--- config.mk ---
export PLATFORM = sky130hd
export DESIGN_NAME = codec_stream_ctrl
export DESIGN_NICKNAME = d
export VERILOG_FILES = /design/src/rtl/codec_stream_ctrl.sv
export SDC_FILE = /design/constraint.sdc
export NUM_CORES = 1
export LEC_CHECK = 0
export CAP_MARGIN = 10
export CORE_UTILIZATION = 55
export DETAILED_ROUTE_END_ITERATION = 7
export PLACE_DENSITY = 0.84
export SETUP_SLACK_MARGIN = 0.1
export SLEW_MARGIN = 20
export SYNTH_ARGS = -nofsm -noshare
export SYNTH_HDL_FRONTEND = slang
export SYNTH_SLANG_ARGS = --single-unit
--- constraint.sdc ---
create_clock -name CLOCK_50 -period 3.9 [get_ports CLOCK_50]
set_input_delay 0.78 -clock CLOCK_50 [delete_from_list [all_inputs] [get_ports CLOCK_50]]
set_output_delay 0.78 -clock CLOCK_50 [all_outputs]
set_load 0.02 [all_outputs]
--- src/rtl/codec_stream_ctrl.sv ---
// codec_stream_ctrl
//   Sequences stereo samples between the audio CODEC handshake and the
//   encrypt -> BPSK -> channel -> BPSK -> decrypt pipeline.  Traffic is held
//   off until both RC4 keystream generators are initialised.  Samples are then
//   pulled from the CODEC ADC and issued into the pipeline.  Returning samples
//   are buffered in a small stereo FIFO and drained into the CODEC DAC.  A
//   credit count bounds the number of in-flight samples, and a watchdog
//   recovers credits for samples the pipeline loses.
//
// Handshake semantics (all strobes are single-cycle, no back-pressure):
//   read     : asserted for exactly one cycle; readdata_* are captured in that
//              cycle.  Never asserted on consecutive cycles.
//   tx_valid : one-cycle pulse; tx_* hold the captured pair in that cycle.
//   rx_valid : the pipeline presents rx_* for one cycle; the block always
//              accepts it (the data is dropped if the FIFO is full).
//   write    : asserted for exactly one cycle while writedata_* show the FIFO
//              head; the head is popped at the end of that cycle.
//
// Ports
//   CLOCK_50                     system clock, rising edge
//   resetn                       asynchronous active-low reset
//   init_done_l/_r               RC4 keystream ready, left/right
//   read_ready                   CODEC has an ADC pair
//   readdata_left/_right [23:0]  CODEC ADC data
//   read                         CODEC read strobe
//   tx_left/_right [23:0]        sample into the pipeline
//   tx_valid                     tx_* valid this cycle
//   rx_left/_right [23:0]        sample from the pipeline
//   rx_valid                     rx_* valid this cycle
//   write_ready                  CODEC can accept a DAC pair
//   writedata_left/_right [23:0] FIFO head to the CODEC
//   write                        CODEC write strobe
//   sample_count [15:0]          completed CODEC writes, wraps
//   overflow                     sticky: rx_valid while FIFO full
//   timeout_err                  sticky: watchdog fired
//   fsm_state                    debug view of the sequencer state
module codec_stream_ctrl #(
  parameter int DEPTH   = 4,
  parameter int TIMEOUT = 1024
) (
  input  logic        CLOCK_50,
  input  logic        resetn,
  input  logic        init_done_l,
  input  logic        init_done_r,
  input  logic        read_ready,
  input  logic [23:0] readdata_left,
  input  logic [23:0] readdata_right,
  output logic        read,
  output logic [23:0] tx_left,
  output logic [23:0] tx_right,
  output logic        tx_valid,
  input  logic [23:0] rx_left,
  input  logic [23:0] rx_right,
  input  logic        rx_valid,
  input  logic        write_ready,
  output logic [23:0] writedata_left,
  output logic [23:0] writedata_right,
  output logic        write,
  output logic [15:0] sample_count,
  output logic        overflow,
  output logic        timeout_err,
  output logic [0:0]  fsm_state
);

  localparam int AW  = $clog2(DEPTH);
  localparam int CW  = $clog2(DEPTH + 1);
  localparam int WDW = $clog2(TIMEOUT + 1);

  localparam logic [0:0] WAIT_INIT = 1'b0;
  localparam logic [0:0] RUN       = 1'b1;

  logic [47:0]    mem [DEPTH];
  logic [AW-1:0]  wr_ptr;
  logic [AW-1:0]  rd_ptr;
  logic [CW-1:0]  fifo_count;
  logic [CW-1:0]  inflight;
  logic [WDW-1:0] wd_cnt;

  logic        init_ok;
  logic        fifo_full;
  logic        push;
  logic        pop;
  logic        has_credit;
  logic        inflight_dec;
  logic        wd_clear;
  logic        wd_fire;
  logic [CW:0] occupied;
  logic [47:0] head;

  assign init_ok   = init_done_l && init_done_r;
  assign fifo_full = (fifo_count == CW'(DEPTH));
  // A full FIFO drops the incoming pair even if a pop happens in the same
  // cycle; credits make this a fault condition only.
  assign push      = rx_valid && !fifo_full;
  // write is only raised with a non-empty FIFO and only pops remove entries,
  // so the FIFO is still non-empty in the write cycle.
  assign pop       = write;

  // Buffered plus in-flight samples must stay below DEPTH for a new read.
  assign occupied   = {1'b0, fifo_count} + {1'b0, inflight};
  assign has_credit = (occupied < (CW + 1)'(DEPTH));

  assign inflight_dec = rx_valid && (inflight != '0);
  assign wd_clear     = rx_valid || (inflight == '0);
  assign wd_fire      = !wd_clear && (wd_cnt == WDW'(TIMEOUT - 1));

  // Empty FIFO presents zero rather than stale storage.
  assign head            = mem[rd_ptr];
  assign writedata_left  = (fifo_count != '0) ? head[47:24] : 24'd0;
  assign writedata_right = (fifo_count != '0) ? head[23:0]  : 24'd0;

  // Sequencer: only gates new reads; draining continues in both states.
  always_ff @(posedge CLOCK_50 or negedge resetn) begin
    if (!resetn) begin
      fsm_state <= WAIT_INIT;
    end else begin
      case (fsm_state)
        WAIT_INIT: if (init_ok)  fsm_state <= RUN;
        RUN:       if (!init_ok) fsm_state <= WAIT_INIT;
        default:   fsm_state <= WAIT_INIT;
      endcase
    end
  end

  // ADC side: read strobe, capture, pipeline issue.  Blocking on tx_valid
  // keeps the credit check honest because inflight counts the sample only
  // after its tx_valid cycle.
  always_ff @(posedge CLOCK_50 or negedge resetn) begin
    if (!resetn) begin
      read     <= 1'b0;
      tx_valid <= 1'b0;
      tx_left  <= 24'd0;
      tx_right <= 24'd0;
    end else begin
      read     <= (fsm_state == RUN) && read_ready && has_credit && !read && !tx_valid;
      tx_valid <= read;
      if (read) begin
        tx_left  <= readdata_left;
        tx_right <= readdata_right;
      end
    end
  end

  // In-flight credit count and watchdog.
  always_ff @(posedge CLOCK_50 or negedge resetn) begin
    if (!resetn) begin
      inflight    <= '0;
      wd_cnt      <= '0;
      timeout_err <= 1'b0;
    end else begin
      if (wd_fire) begin
        inflight    <= '0;
        timeout_err <= 1'b1;
      end else begin
        case ({tx_valid, inflight_dec})
          2'b10:   if (inflight != CW'(DEPTH)) inflight <= inflight + 1'b1;
          2'b01:   inflight <= inflight - 1'b1;
          default: inflight <= inflight;
        endcase
      end
      if (wd_clear || wd_fire) wd_cnt <= '0;
      else                     wd_cnt <= wd_cnt + 1'b1;
    end
  end

  // Return FIFO storage; contents are qualified by fifo_count so it needs no
  // reset.
  always_ff @(posedge CLOCK_50) begin
    if (push) mem[wr_ptr] <= {rx_left, rx_right};
  end

  // Return FIFO control, DAC write strobe, counters and overflow flag.
  always_ff @(posedge CLOCK_50 or negedge resetn) begin
    if (!resetn) begin
      wr_ptr       <= '0;
      rd_ptr       <= '0;
      fifo_count   <= '0;
      write        <= 1'b0;
      sample_count <= 16'd0;
      overflow     <= 1'b0;
    end else begin
      if (push) wr_ptr <= wr_ptr + 1'b1;
      if (pop)  rd_ptr <= rd_ptr + 1'b1;
      case ({push, pop})
        2'b10:   fifo_count <= fifo_count + 1'b1;
        2'b01:   fifo_count <= fifo_count - 1'b1;
        default: fifo_count <= fifo_count;
      endcase
      write <= (fifo_count != '0) && write_ready && !write;
      if (pop) sample_count <= sample_count + 16'd1;
      if (rx_valid && fifo_full) overflow <= 1'b1;
    end
  end

endmodule

======== Yosys cells after proc, flatten, opt, wreduce, memory -nomap -nowiden ========
Memory sizes are Yosys's and may differ from the RTL's.
Cells that the tools add are included.
storage, ports and cells
  bits in registers ....................... 91
  bits in writable memories ............... 192
  logic and storage cells ................. 67
  memories ................................ 1
memory list
  name  words  width  read ports  clocked after memory_dff  wr ports  RTL line  RTL
  mem   4      48     1           0                         1         72        logic [47:0] mem [DEPTH];
cells by class
  multiplexer cells ....................... 10
  reductions and logical operators ........ 24
  $lt $le $gt $ge ......................... 1
  eq/ne operators ......................... 8
  add/subtract/negate cells ............... 9
operators with widths
  operator                                                               count
  24-bit 2-to-1 mux                                                      2
  16-bit by 1-bit adder with 16-bit output (second input constant)       1
  3-bit case mux with 2 select lines                                     2
  11-bit by 1-bit adder with 11-bit output (second input constant)       1
  11-bit by 10-bit == test with 1-bit output (second input constant)     1
  1-bit logical AND                                                      11
  11-bit 2-to-1 mux                                                      1
  3-bit nonzero test                                                     3
  3-bit by 1-bit adder with 3-bit output (second input constant)         2
  3-bit 2-to-1 mux                                                       2
  3-bit != test (second input constant)                                  2
  3-bit by 1-bit subtractor with 3-bit output (second input constant)    2
  1-bit logical NOT                                                      5
  2-bit by 1-bit adder with 2-bit output (second input constant)         2
  3-bit by 3-bit adder with 4-bit output                                 1
  2-bit by 1-bit == test with 1-bit output (second input constant)       2
  2-bit == test (second input constant)                                  2
  4-bit by 3-bit < comparator with 1-bit output (second input constant)  1
  3-bit == test (second input constant)                                  1
  3-bit logical NOT                                                      1
  1-bit 2-to-1 mux                                                       3
  1-bit logical OR                                                       2
  2-bit AND reduction                                                    1
  2-bit nonzero test                                                     1

======== Depth between registers and ports, before layout ========
  depth in word-level cells ............... 6
  mapped depth ............................ 9
  gate-level depth less buffers ........... 9

======== Least setup slack after synthesis ========
Ideal clock, no wire load.
  path kind ............................... in2reg
  from .................................... input port rx_valid
  to ...................................... memory mem[0][0], enable pin
  required time ........................... 3.490 ns
  buffers on the path ..................... 1
  setup slack ............................. 1.110 ns
  arrival time ............................ 2.379 ns
  stages .................................. 3
  cell sequence ........................... buf_4 a21boi_2 and2_1
on the way
  cells in the longest elaborated chain, start to end .. 3
ends and longest elaborated chain
  what                                    RTL line  RTL
  start: declaration                      54        input logic rx_valid,
  1-bit logical AND                       94        assign push = rx_valid && !fifo_full;
  1-bit 2-to-1 mux                        169       if (push) mem[wr_ptr] <= {rx_left, rx_right};
  1-bit 2-to-1 mux (implied by the code)  169
  end: declaration                        72
Every way passes these cells.

======== Final worst setup path ========
  from .................................... register rd_ptr[0]
  to ...................................... output port writedata_left[17]
on the way
  cells in the longest elaborated chain, start to end .. 2
ends and longest elaborated chain
  what                      RTL line  RTL
  start: declaration        74        logic [AW-1:0] rd_ptr;
  start signal: assignment  183       if (pop) rd_ptr <= rd_ptr + 1'b1;
  memory read 4 x 48 bit    -
  24-bit 2-to-1 mux         109       assign writedata_left = (fifo_count != '0) ? head[47:24] : 24'd0;
  end: declaration          56        output logic [23:0] writedata_left,
Every way passes these cells.

==> results.toml <==
[floorplan]
rows = 51
core-area_um2 = 19700
die_w_um = 144
pin_count = 221
dieArea_um2 = 20800
start_util = 0.567
die_y_um = 144

[cells_and_area]
layout-drive-gt1-share = 0.196
fillers = 1180
multi_input_area_um2 = 2910
final_area_um2 = 14600
seqCellArea_um2 = 8050
antenna_cells = 0
nets = 949
syn2layout_area_growth_pct = 31.1

[critical_path]
setup.worst_path.class = "reg -> out"
path_cells = "buf_4, mux4_2, nor2b_1, clkdlybuf4s50_1"
slowest_delay_ns = 0.56
end_kind = "output port"
cp_slowest_cell = "clkdlybuf4s50_1"
cp_data_required_time_ns = 3.12
r2r_setup_slack_ns = 1.65
cp.arrival_ns = 2.72
start_kind = "flip-flop"
cp_max_fo = 16

[synth]
yosys.area.top_type = "edfxtp_1"
syn_area_per_cell_um2 = 18.7
netlist_area_um2 = 11100
synth_nets = 711
yosys_warnings = 0
synth_flop_cell = "edfxtp_1"
synth.top_cell.area_share = 0.518
synth_edf_count = 192
synthTopCellsByCount = "edfxtp_1, dfrtp_1, mux2_2"
netlist-cell-type-count = 46
synth_most_common_cell = "edfxtp_1"
ys_seq_elements = 283
synth-async-reset-ratio = 0.322
syn_inst = 597
synth_area_leaders = "edfxtp_1, dfrtp_1, mux4_2, mux2_2, nor2b_1"
seq_area_frac_synth = 0.722

[placed_design]
dp_slack_ns = 0.741
globalplace.congestion = 0.785
io_buffer_count = 220
place_area_um2 = 13700
place_hpwl_um = 15400

[global_route]
antenna_found_initial = 0
grt_pass1_vias = 6461
grt-ovfl-total = 0
grt_max_degree = 79
grt_pass1_wl_um = 35300
grt_usage = 0.227

[clocking]
post_cts_buffers = 0
insertion_delay_ns = 0.53
cts_max_path_buffers = 3
htreeDepth = 1
postCtsHoldBufs = 0
cts.clk_slew.worst_paths_ns = 0.06
cts_buffers = 29
cts_sinks = 283
cts_resized = 0
cts_tree = "done"
clock-root-buffer = "clkbuf_16"

[timing]
tightest_slew_ns = 0.966
post-route-period-util = 0.896
rsz0062_at_grt = "false"
worst_clock_skew_ns = 0.0105
finalMaxSlewViolations = 0
fin_hold_ws_ns = 0.409
setup_viol = 0
fin_setup_tns_ns = 0
max_freq_ghz = 0.286
hold_violations = 0
final.min_clock_period_ns = 3.50
layout_setup_ws_ns = 0.404
relSlewSlack = 0.356

[min_path]
hold_path.class = "in -> async"

[detailed_routing]
ant_nets = 0
wl_per_cell_um = 20.7
firstDrtPassIters = 4
drt_iter0_drc = 413
wl_um = 23300
via_count = 6163
drcViolationCount = 0
via_per_inst = 5.49

[power_and_ir_drop]
power_leakage_nw = 5.35
power_density_nw_per_um2 = 801
peakVddDrop_mv = 0.586

[flow_run]
cap_violations = 0

[outcome]
status = "finished clean"
-- sequential cells by signal, summed over array words and instances, names as in the netlist, 2 cells and up --
name and count:
wd_cnt 11, tx_left 24, sample_count 16, rd_ptr 2, inflight 3, mem 192, tx_right 24, fifo_count 3
wr_ptr 2
-- stage by stage --
stage                     cells  utilization  power [W]
after CTS                  1123        0.743     0.0118
final                      1123        0.743     0.0117
after floorplan             597            -    0.00707
after global placement     1069        0.696    0.00898
after detailed placement   1069        0.696    0.00914
after global routing       1123        0.743     0.0122
-- worst paths after layout --
check                            startpoint            endpoint  cells after the start
worst max-delay path              rd_ptr[0]  writedata_left[17]                      4
worst min-delay path                 resetn        tx_right[10]                      1
worst max register to register  inflight[1]         inflight[2]                      6
worst min register to register     overflow            overflow                      1
max in group asynchronous            resetn        tx_right[15]                      2
min in group CLOCK_50              overflow            overflow                      1
-- where the power goes --
group	internal (W)	total (W)	switching [W]
Clock	0.00155	0.00262	0.00107
Sequential	0.00400	0.00445	0.000445
Combinational	0.00235	0.00462	0.00227
Total	0.00791	0.0117	0.00378
-- layer usage --
metal,track usage,vias up,part of all wire
met3,0.0361,45,0.060
met4,0.0704,0,0.026
li1,-,2756,-
met1,0.295,3126,0.39
met5,0,-,0
met2,0.394,236,0.52
-- logic make-up (layout without fill, tap and decap cells) --
kind of cell,Yosys count,after routing,share of synthesized area
compound gates,13,13,0.00932
xor+xnor,29,29,0.0228
fa+ha+maj,11,11,0.0137
buf+inv,34,295,0.0173
flops,283,283,0.722
mux,99,99,0.148
simple gates,128,128,0.0663
-- critical path, delay by kind of cell (launching register included) --
kind / cells / cell delay [ns]
buffers and inverters: 2 / 0.92
multiplexers: 1 / 0.55
flip-flops: 1 / 0.55
AND/OR/NAND/NOR: 1 / 0.17
-- cell type report --
| class | count | area share |
|---|---|---|
| Multi-Input combinational cell | 280 | 0.199 |
| Clock inverter | 14 | 0.00634 |
| Clock buffer | 40 | 0.0568 |
| Tap cell | 265 | 0.0227 |
| Inverter | 9 | 0.00231 |
| Sequential cell | 283 | 0.551 |
| Timing Repair Buffer | 232 | 0.161 |
-- layout by cell type, fill, tap and decap left out, types with 6 or more instances in the layout --
cell type	synthesis	routed
buf_4	4	8
clkbuf_1	4	7
clkbuf_16	0	31
clkdlybuf4s50_1	0	219
clkinv_1	0	6
dfrtp_1	91	88
edfxtp_1	192	192
ha_1	9	9
inv_1	9	9
mux2_2	49	49
mux4_2	48	48
nand2_1	13	13
nand3_1	10	10
nand4_1	6	6
nor2_1	21	21
nor2b_1	48	48
xnor2_1	13	13
xor2_1	16	16
(Power assumes the default switching activity.)
